<file path="src/rtl/mp_pkg.sv">
// Shared microprocessor package: program memory geometry and loader state encoding.
// LOADER_CHECKSUM_EN adds the ERR state used by the checksum-checking loader build.
package mp_pkg;

   localparam int unsigned PROG_DEPTH       = 1024;
   localparam int unsigned PROG_AW          = 10;
   localparam logic [7:0]  TERM_BYTE        = 8'hFF;
   localparam int unsigned LDR_ENABLE_DELAY = 5;

   typedef enum logic [2:0] {
      LDR_IDLE,
      LDR_LOAD,
      LDR_TERM,
      LDR_WAIT,
      LDR_RUN
`ifdef LOADER_CHECKSUM_EN
      , LDR_ERR
`endif
   } ldr_state_t;

endpackage

</file>
<file path="src/rtl/ldr_delay_counter.sv">
// Loadable down-counter that times the loader WAIT state; zero_o flags expiry.
module ldr_delay_counter #(
   parameter int unsigned W = 3
) (
   input  logic         clk_i,
   input  logic         rst_i,
   input  logic         load_i,
   input  logic [W-1:0] load_val_i,
   input  logic         dec_i,
   output logic         zero_o
);

   logic [W-1:0] cnt_q;

   always_ff @(posedge clk_i) begin
      if (rst_i) begin
         cnt_q <= '0;
      end else if (load_i) begin
         cnt_q <= load_val_i;
      end else if (dec_i && (cnt_q != '0)) begin
         cnt_q <= cnt_q - 1'b1;
      end
   end

   assign zero_o = (cnt_q == '0);

endmodule

</file>
<file path="src/rtl/bytecode_loader.sv">
// Streams program bytes into the 1024x8 program memory, appends the terminator, then enables the CPU.
// Optional macro LOADER_CHECKSUM_EN: verify a trailing mod-256 checksum byte (adds csum_err and ERR state).
module bytecode_loader
   import mp_pkg::*;
#(
   parameter int unsigned DEPTH        = mp_pkg::PROG_DEPTH,
   parameter int unsigned AW           = mp_pkg::PROG_AW,
   parameter logic [7:0]  TERM_BYTE    = mp_pkg::TERM_BYTE,
   parameter int unsigned ENABLE_DELAY = mp_pkg::LDR_ENABLE_DELAY
) (
   input  logic          clk,
   input  logic          rst,
   input  logic          start,
   input  logic [7:0]    in_data,
   input  logic          in_valid,
   input  logic          in_last,
   output logic          in_ready,
   output logic          mem_we,
   output logic [AW-1:0] mem_addr,
   output logic [7:0]    mem_wdata,
   output logic          enable,
   output logic          busy,
   output logic [AW:0]   byte_count,
`ifdef LOADER_CHECKSUM_EN
   output logic          csum_err,
`endif
   output logic          overflow
);

   localparam int unsigned CW        = (ENABLE_DELAY > 1) ? $clog2(ENABLE_DELAY) : 1;
   localparam logic [AW:0] LAST_ADDR = (AW+1)'(DEPTH - 2);

   ldr_state_t    state_q, state_d;
   logic [AW:0]   bc_q, bc_d;
   logic          ov_q, ov_d;
   logic          we_q, we_d;
   logic [AW-1:0] addr_q, addr_d;
   logic [7:0]    wdata_q, wdata_d;
   logic          restart;
   logic          xfer;
   logic          cnt_load, cnt_dec, cnt_zero;
`ifdef LOADER_CHECKSUM_EN
   logic [7:0]    sum_q, sum_d;
   logic          phase_q, phase_d;
`endif

   assign in_ready = (state_q == LDR_LOAD);
   assign xfer     = in_valid & in_ready;

   ldr_delay_counter #(
      .W (CW)
   ) u_delay (
      .clk_i      (clk),
      .rst_i      (rst),
      .load_i     (cnt_load),
      .load_val_i (CW'(ENABLE_DELAY - 1)),
      .dec_i      (cnt_dec),
      .zero_o     (cnt_zero)
   );

   always_comb begin
      state_d  = state_q;
      bc_d     = bc_q;
      ov_d     = ov_q;
      we_d     = 1'b0;
      addr_d   = addr_q;
      wdata_d  = wdata_q;
      restart  = 1'b0;
      cnt_load = 1'b0;
      cnt_dec  = 1'b0;
`ifdef LOADER_CHECKSUM_EN
      sum_d    = sum_q;
      phase_d  = phase_q;
`endif
      case (state_q)
         LDR_IDLE: restart = start;
         LDR_LOAD: begin
            if (xfer) begin
`ifdef LOADER_CHECKSUM_EN
               if (phase_q) begin
                  state_d = (in_data == sum_q) ? LDR_TERM : LDR_ERR;
               end else begin
`else
               begin
`endif
                  we_d    = 1'b1;
                  addr_d  = bc_q[AW-1:0];
                  wdata_d = in_data;
                  bc_d    = bc_q + 1'b1;
`ifdef LOADER_CHECKSUM_EN
                  sum_d   = sum_q + in_data;
                  if (in_last) begin
                     phase_d = 1'b1;
                  end else
`else
                  if (in_last) begin
                     state_d = LDR_TERM;
                  end else
`endif
                  if (bc_q == LAST_ADDR) begin
                     ov_d    = 1'b1;
                     state_d = LDR_TERM;
                  end
               end
            end
         end
         // The terminator write, like every data write, is presented one cycle later.
         LDR_TERM: begin
            we_d     = 1'b1;
            addr_d   = bc_q[AW-1:0];
            wdata_d  = TERM_BYTE;
            cnt_load = 1'b1;
            state_d  = LDR_WAIT;
         end
         LDR_WAIT: begin
            if (cnt_zero) state_d = LDR_RUN;
            else          cnt_dec = 1'b1;
         end
         LDR_RUN: restart = start;
`ifdef LOADER_CHECKSUM_EN
         LDR_ERR: restart = start;
`endif
         default: state_d = LDR_IDLE;
      endcase
      if (restart) begin
         state_d = LDR_LOAD;
         bc_d    = '0;
         ov_d    = 1'b0;
`ifdef LOADER_CHECKSUM_EN
         sum_d   = '0;
         phase_d = 1'b0;
`endif
      end
   end

   always_ff @(posedge clk) begin
      if (rst) begin
         state_q <= LDR_IDLE;
         bc_q    <= '0;
         ov_q    <= 1'b0;
         we_q    <= 1'b0;
         addr_q  <= '0;
         wdata_q <= '0;
`ifdef LOADER_CHECKSUM_EN
         sum_q   <= '0;
         phase_q <= 1'b0;
`endif
      end else begin
         state_q <= state_d;
         bc_q    <= bc_d;
         ov_q    <= ov_d;
         we_q    <= we_d;
         addr_q  <= addr_d;
         wdata_q <= wdata_d;
`ifdef LOADER_CHECKSUM_EN
         sum_q   <= sum_d;
         phase_q <= phase_d;
`endif
      end
   end

   assign mem_we     = we_q;
   assign mem_addr   = addr_q;
   assign mem_wdata  = wdata_q;
   assign byte_count = bc_q;
   assign overflow   = ov_q;
   assign enable     = (state_q == LDR_RUN);
   assign busy       = (state_q == LDR_LOAD) || (state_q == LDR_TERM) || (state_q == LDR_WAIT);
`ifdef LOADER_CHECKSUM_EN
   assign csum_err   = (state_q == LDR_ERR);
`endif

endmodule

</file>
<file path="config.mk">
export PLATFORM = sky130hd
export DESIGN_NAME = bytecode_loader
export DESIGN_NICKNAME = d
export VERILOG_FILES = /design/src/rtl/mp_pkg.sv /design/src/rtl/ldr_delay_counter.sv /design/src/rtl/bytecode_loader.sv
export SDC_FILE = /design/constraint.sdc
export NUM_CORES = 1
export LEC_CHECK = 0
export ABC_AREA = 1
export CORE_UTILIZATION = 51
export CTS_CLUSTER_DIAMETER = 150
export CTS_CLUSTER_SIZE = 10
export DETAILED_ROUTE_END_ITERATION = 12
export PLACE_DENSITY = 0.84
export SYNTH_ARGS = -nofsm -noshare
export SYNTH_HDL_FRONTEND = slang
export SYNTH_SLANG_ARGS = --single-unit
</file>
<file path="constraint.sdc">
create_clock -name clk -period 3.56 [get_ports clk]
set_input_delay 0.356 -clock clk [delete_from_list [all_inputs] [get_ports clk]]
set_output_delay 0.356 -clock clk [all_outputs]
set_load 0.02 [all_outputs]
</file>
# Word level (Yosys, flattened, before mapping)
# Index checks and enable logic that the tools add are counted.
# classes
addsub	2
reduce_logical	16
eq_ne	12
bitwise_logic	3
muxes	18
# op_table
cell	count
one-hot mux 10 bit (2 select lines)	1
two-way mux 3 bit	6
one-hot mux 8 bit (2 select lines)	1
one-hot mux 3 bit (4 select lines)	1
AND reduction 4 bit	3
adder 11 x 1 -> 11 bit (second input constant)	1
equality test 11 x 10 -> 1 bit (second input constant)	1
two-way mux 10 bit	1
two-way mux 8 bit	1
equality test 3 x 2 -> 1 bit (second input constant)	2
zero test 3 bit	2
two-way mux 1 bit	6
OR reduction 2 bit	3
!= test 2 x 1 -> 1 bit (second input constant)	2
!= test 4 x 2 -> 1 bit (second input constant)	1
AND reduction 2 bit	2
nonzero test 2 bit	2
equality test 3 x 1 -> 1 bit (second input constant)	1
equality test 3 bit (second input constant)	1
!= test 3 x 1 -> 1 bit (second input constant)	1
!= test 3 x 2 -> 1 bit (second input constant)	1
!= test 3 bit (second input constant)	1
nonzero test 3 bit	1
subtractor 3 x 1 -> 3 bit (second input constant)	1
6 further kinds	8
# totals
out_inout_bits	34
ff_bits	37
in_bits	13
word_cells	60

# Depth between registers and ports, before layout
# depth
ltp_word	6
mapped_depth	10
depth_no_buf	10

# Hierarchy
# A second synthesis with hierarchy kept.
# hier_totals
cells_unflattened	240
area_unflattened_um2	1710.4
# by_module_without_submodules
mod	seq_area_each_um2	area_each_um2	n_inst	cells_per_inst
bytecode_loader	680.7	1508.9	1	206
ldr_delay_counter	60.1	201.4	1	34

# Worst setup path after synthesis
# No wires, ideal clock.
# synth_timing
kind	register to register
start	register bc_q[0] (netlist: byte_count[0])
end	register state_q[2]
setup_ns	0.119
n_path_buf	0
path_stages_with_launch	9
t_required_ns	3.441
arrival_time_ns	1.178
path_slack_ns	2.262
period_less_slack_ns	1.298
path_cell_list	dfxtp_1 inv_1 ha_1 inv_1 nor2_1 nand3_1 nand2_1 nand3_1 a21oi_1
# synth_between
elab_chain_len	3
# synth_rtl
item	line_no	source
start: declaration	bytecode_loader.sv:34	logic [AW:0] bc_q, bc_d;
start signal: assignment	bytecode_loader.sv:139	bc_q <= '0;
start signal: assignment	bytecode_loader.sv:150	bc_q <= bc_d;
equality test 11 x 10 -> 1 bit	bytecode_loader.sv:100	if (bc_q == LAST_ADDR) begin
!= test 3 x 2 -> 1 bit (no source line)	n/a	
AND reduction 4 bit (no source line)	n/a	
end signal: assignment	bytecode_loader.sv:149	state_q <= state_d;
end: declaration	bytecode_loader.sv:33	ldr_state_t state_q, state_d;
# Every way passes these cells.
# A chain may end at the register's enable or synchronous reset.

# Final worst setup path
# layout_timing
start	register state_q[1]
end	output enable
# layout_between
elab_chain_len	1
# layout_rtl
item	line_no	source
equality test 3 bit	bytecode_loader.sv:167	assign enable = (state_q == LDR_RUN);
end: declaration	bytecode_loader.sv:21	output logic enable,
# Every way passes these cells.

==> results.md <==
* Synth cell count leaders: nand2_1, dfxtp_1, inv_1, a21oi_1, nor2_1
* Initial Utilization at a little over half
* Ys async rst share at 0%
* Footprint of the multi-input gates at 777 um2
* Most frequent cell after synthesis: nand2_1
* Vias per inst at 5.01
* Max cap viols at 0
* Largest family of logic cells by synthesized area: simple AND/OR/NAND/NOR gates
* Synth Area in Compound Gates at 14.1%
* Total I/O pin count at 47
* Ant. Diodes at 0
* FF+latch area at between 700 and 800 um2
* Routed Antenna Nets at 0
* Wirelength, routed at about 3900 um
* Post-cts resize count at 0
* Req. time, crit path at 3.20 ns
* Post-synth top flop: dfxtp_1
* Maximum vdd drop at 0.000300 V
* CTS H-Tree Depth at 2
* Relative slew slack at approximately two thirds
* CTS tree: built
* Longest Clk Path Bufs at 2
* Min-Delay Path Class: register to register
* Vias in the first global route at 1375
* Synth unique cells at 25
* Row cnt at 20
* Final worst path period share at 58.7%
* Syn Nets at approximately 260
* First-pass GRT wire length at approximately 6000 um
* Worst-path clk slew at ~0.12 ns
* Top post-synthesis cells by area: dfxtp_1, nand2_1, inv_1
* Nature of the critical path endpoint: output port
* Area of the mapped netlist at between 1500 and 2000 um2
* Iter 0 DRT Violations at 73
* GRT Total Usage at 23.3%
* Synth Area in XOR/XNOR at 1.53%
* Fin crit period at 2.09 ns
* Clk Latency, worst-skew pair at 0.35 ns
* PortBufs at 46
* Post-CTS setup buffers at 0
* Power Density at slightly below 400 nW/um2
* CTS Hold Bufs at 0
* Status: finished, final reports clean
* Seq/Total Area, Yosys at roughly 43%
* Area growth, synth to finish at 32.2%
* Routed vias at 1672
* CTS Sinks at 37
* DRT Pass-1 Iters at 4
* Die X at 60.0 um
* Core ar. at between 3000 and 4000 um2
* Num CTS Buffers at 5
* Crit-path max FO at 5
* Fmax at 479 MHz
* Simple-gate share of the synthesized area at 26.8%
* GPL Wtd Cong at between 0.8 and 0.9
* Crit path launch type: register
* Fin. Hold Viols at 0
* Layout net count at between 300 and 400
* DP HPWL at 2790 um
* Mean post-synth cell area at between 7 and 8 um2
* Post-synthesis mux area share at 0%
* Fraction of layout cells with a size suffix above 1 at 6.21%
* Total Power at between 0.8 and 0.9 mW
* Post-synthesis register bit count at 37
* Gr ovfl total at 0
* Root buffer cell: clkbuf_4
* Setup violators final at 0
* Setup TNS at 0 ns
* Unrepaired setup endpoints after global routing: false
* Filler cells at 270
* Yosys top cell area share at between 40% and 50%
* Yosys warning total at 0
* Number of flops mapped to enable cells by yosys at 0
* Largest net degree at the start of global routing at 19
* Final Max Slew Viols at 0
* Die Y at ~60 um
* Die area at roughly 3600 um2
* Crit path kind: register to output port
* Synthesized instance count at approximately 240
* Synth Area in Adders at approximately 3%
* Avg WL per Cell at 11.6 um
* Pleak at about 0.9 nW
* CP arrival at approximately 1.7 ns
* Remaining DRCs at 0
* Area leader, netlist: dfxtp_1
* Initial antenna violation count at 0
* Worst-margin pin slew at 0.477 ns
* Clk_skew at 0.0151 ns
[final timing paths]
path | endpoint | from | depth (start not counted) | slack [ns]
worst max-delay path | enable | state_q[1] | 4 | 1.47
worst min register to register | mem_addr[2] | mem_addr[2] | 2 | 0.48
worst min-delay path | mem_addr[2] | mem_addr[2] | 2 | 0.48
worst max register to register | mem_wdata[2] | state_q[0] | 8 | 2.11
[metal layers]
metal	GRT usage (%)	vias to the layer above	share of wire [%]
li1	-	856	-
met1	28.5	752	44
met2	39.7	56	49
met3	6.06	8	5.9
met4	7.64	0	1.8
met5	0	-	0
[cells by family after synthesis]
family / count (synthesis)
adder cells (fa/ha/maj): 4
AND/OR/NAND/NOR: 104
buffers and inverters: 47
flip-flops: 37
XOR/XNOR: 3
AO/OA/AOI/OAI: 47
[stage by stage]
stage | setup slack [ns] | instances | cell area [um2] | hold WS, ns | utilization, %
6_report | 1.47 | 334 | 2270 | 0.476 | 72.5
5_1_grt | 1.33 | 334 | 2270 | 0.493 | 72.5
4_1_cts | 1.44 | 334 | 2270 | 0.479 | 72.5
3_5_place_dp | 1.74 | 326 | 2190 | 0.460 | 69.9
3_3_place_gp | 1.79 | 326 | 2190 | 0.447 | 69.9
2_1_floorplan | 2.26 | 242 | 1720 | 0.442 | -
[placed cells by master, fill, tap and decap left out, drive strengths merged, types with 2 or more instances in the layout]
cell           netlist  final
nor3                 2      2
ha                   4      4
xor2                 3      3
inv                 41     42
nand2               61     61
dfxtp               37     37
nand3               15     15
o21ai               21     21
nand4                2      2
clkdlybuf4s50        0     46
nor2                24     24
a21oi               23     23
clkbuf               1      5
[final cells by class]
cell class / count / share of cell area (%)
inverters: 41 / 6.78
clock inverters: 3 / 1.93
well taps: 44 / 2.43
repair buffers: 46 / 20.3
multi-input cells: 158 / 34.3
clock buffers: 5 / 1.65
flip-flops and latches: 37 / 32.7
[report_power, final]
part | total [mW] | switching [mW] | internal, mW | leakage (nW)
registers | 0.442 | 0.0106 | 0.431 | 0.300
clock network | 0.300 | 0.151 | 0.149 | 0.0456
logic | 0.139 | 0.0790 | 0.0600 | 0.565
total | 0.882 | 0.241 | 0.641 | 0.911
[worst max-delay path, cell delays in order, from the launching register on]
cell,delay [ns]
dfxtp_1,0.32
inv_1,0.15
nand2_1,0.15
nor2_1,0.15
clkdlybuf4s50_1,0.62
[registers in the layout, summed over array words and instances, names as in the netlist]
signal         flops
byte_count        11
state_q            3
mem_we             1
mem_wdata          8
mem_addr          10
overflow           1
u_delay.cnt_q      3
Power figures use the tool's default switching activity.
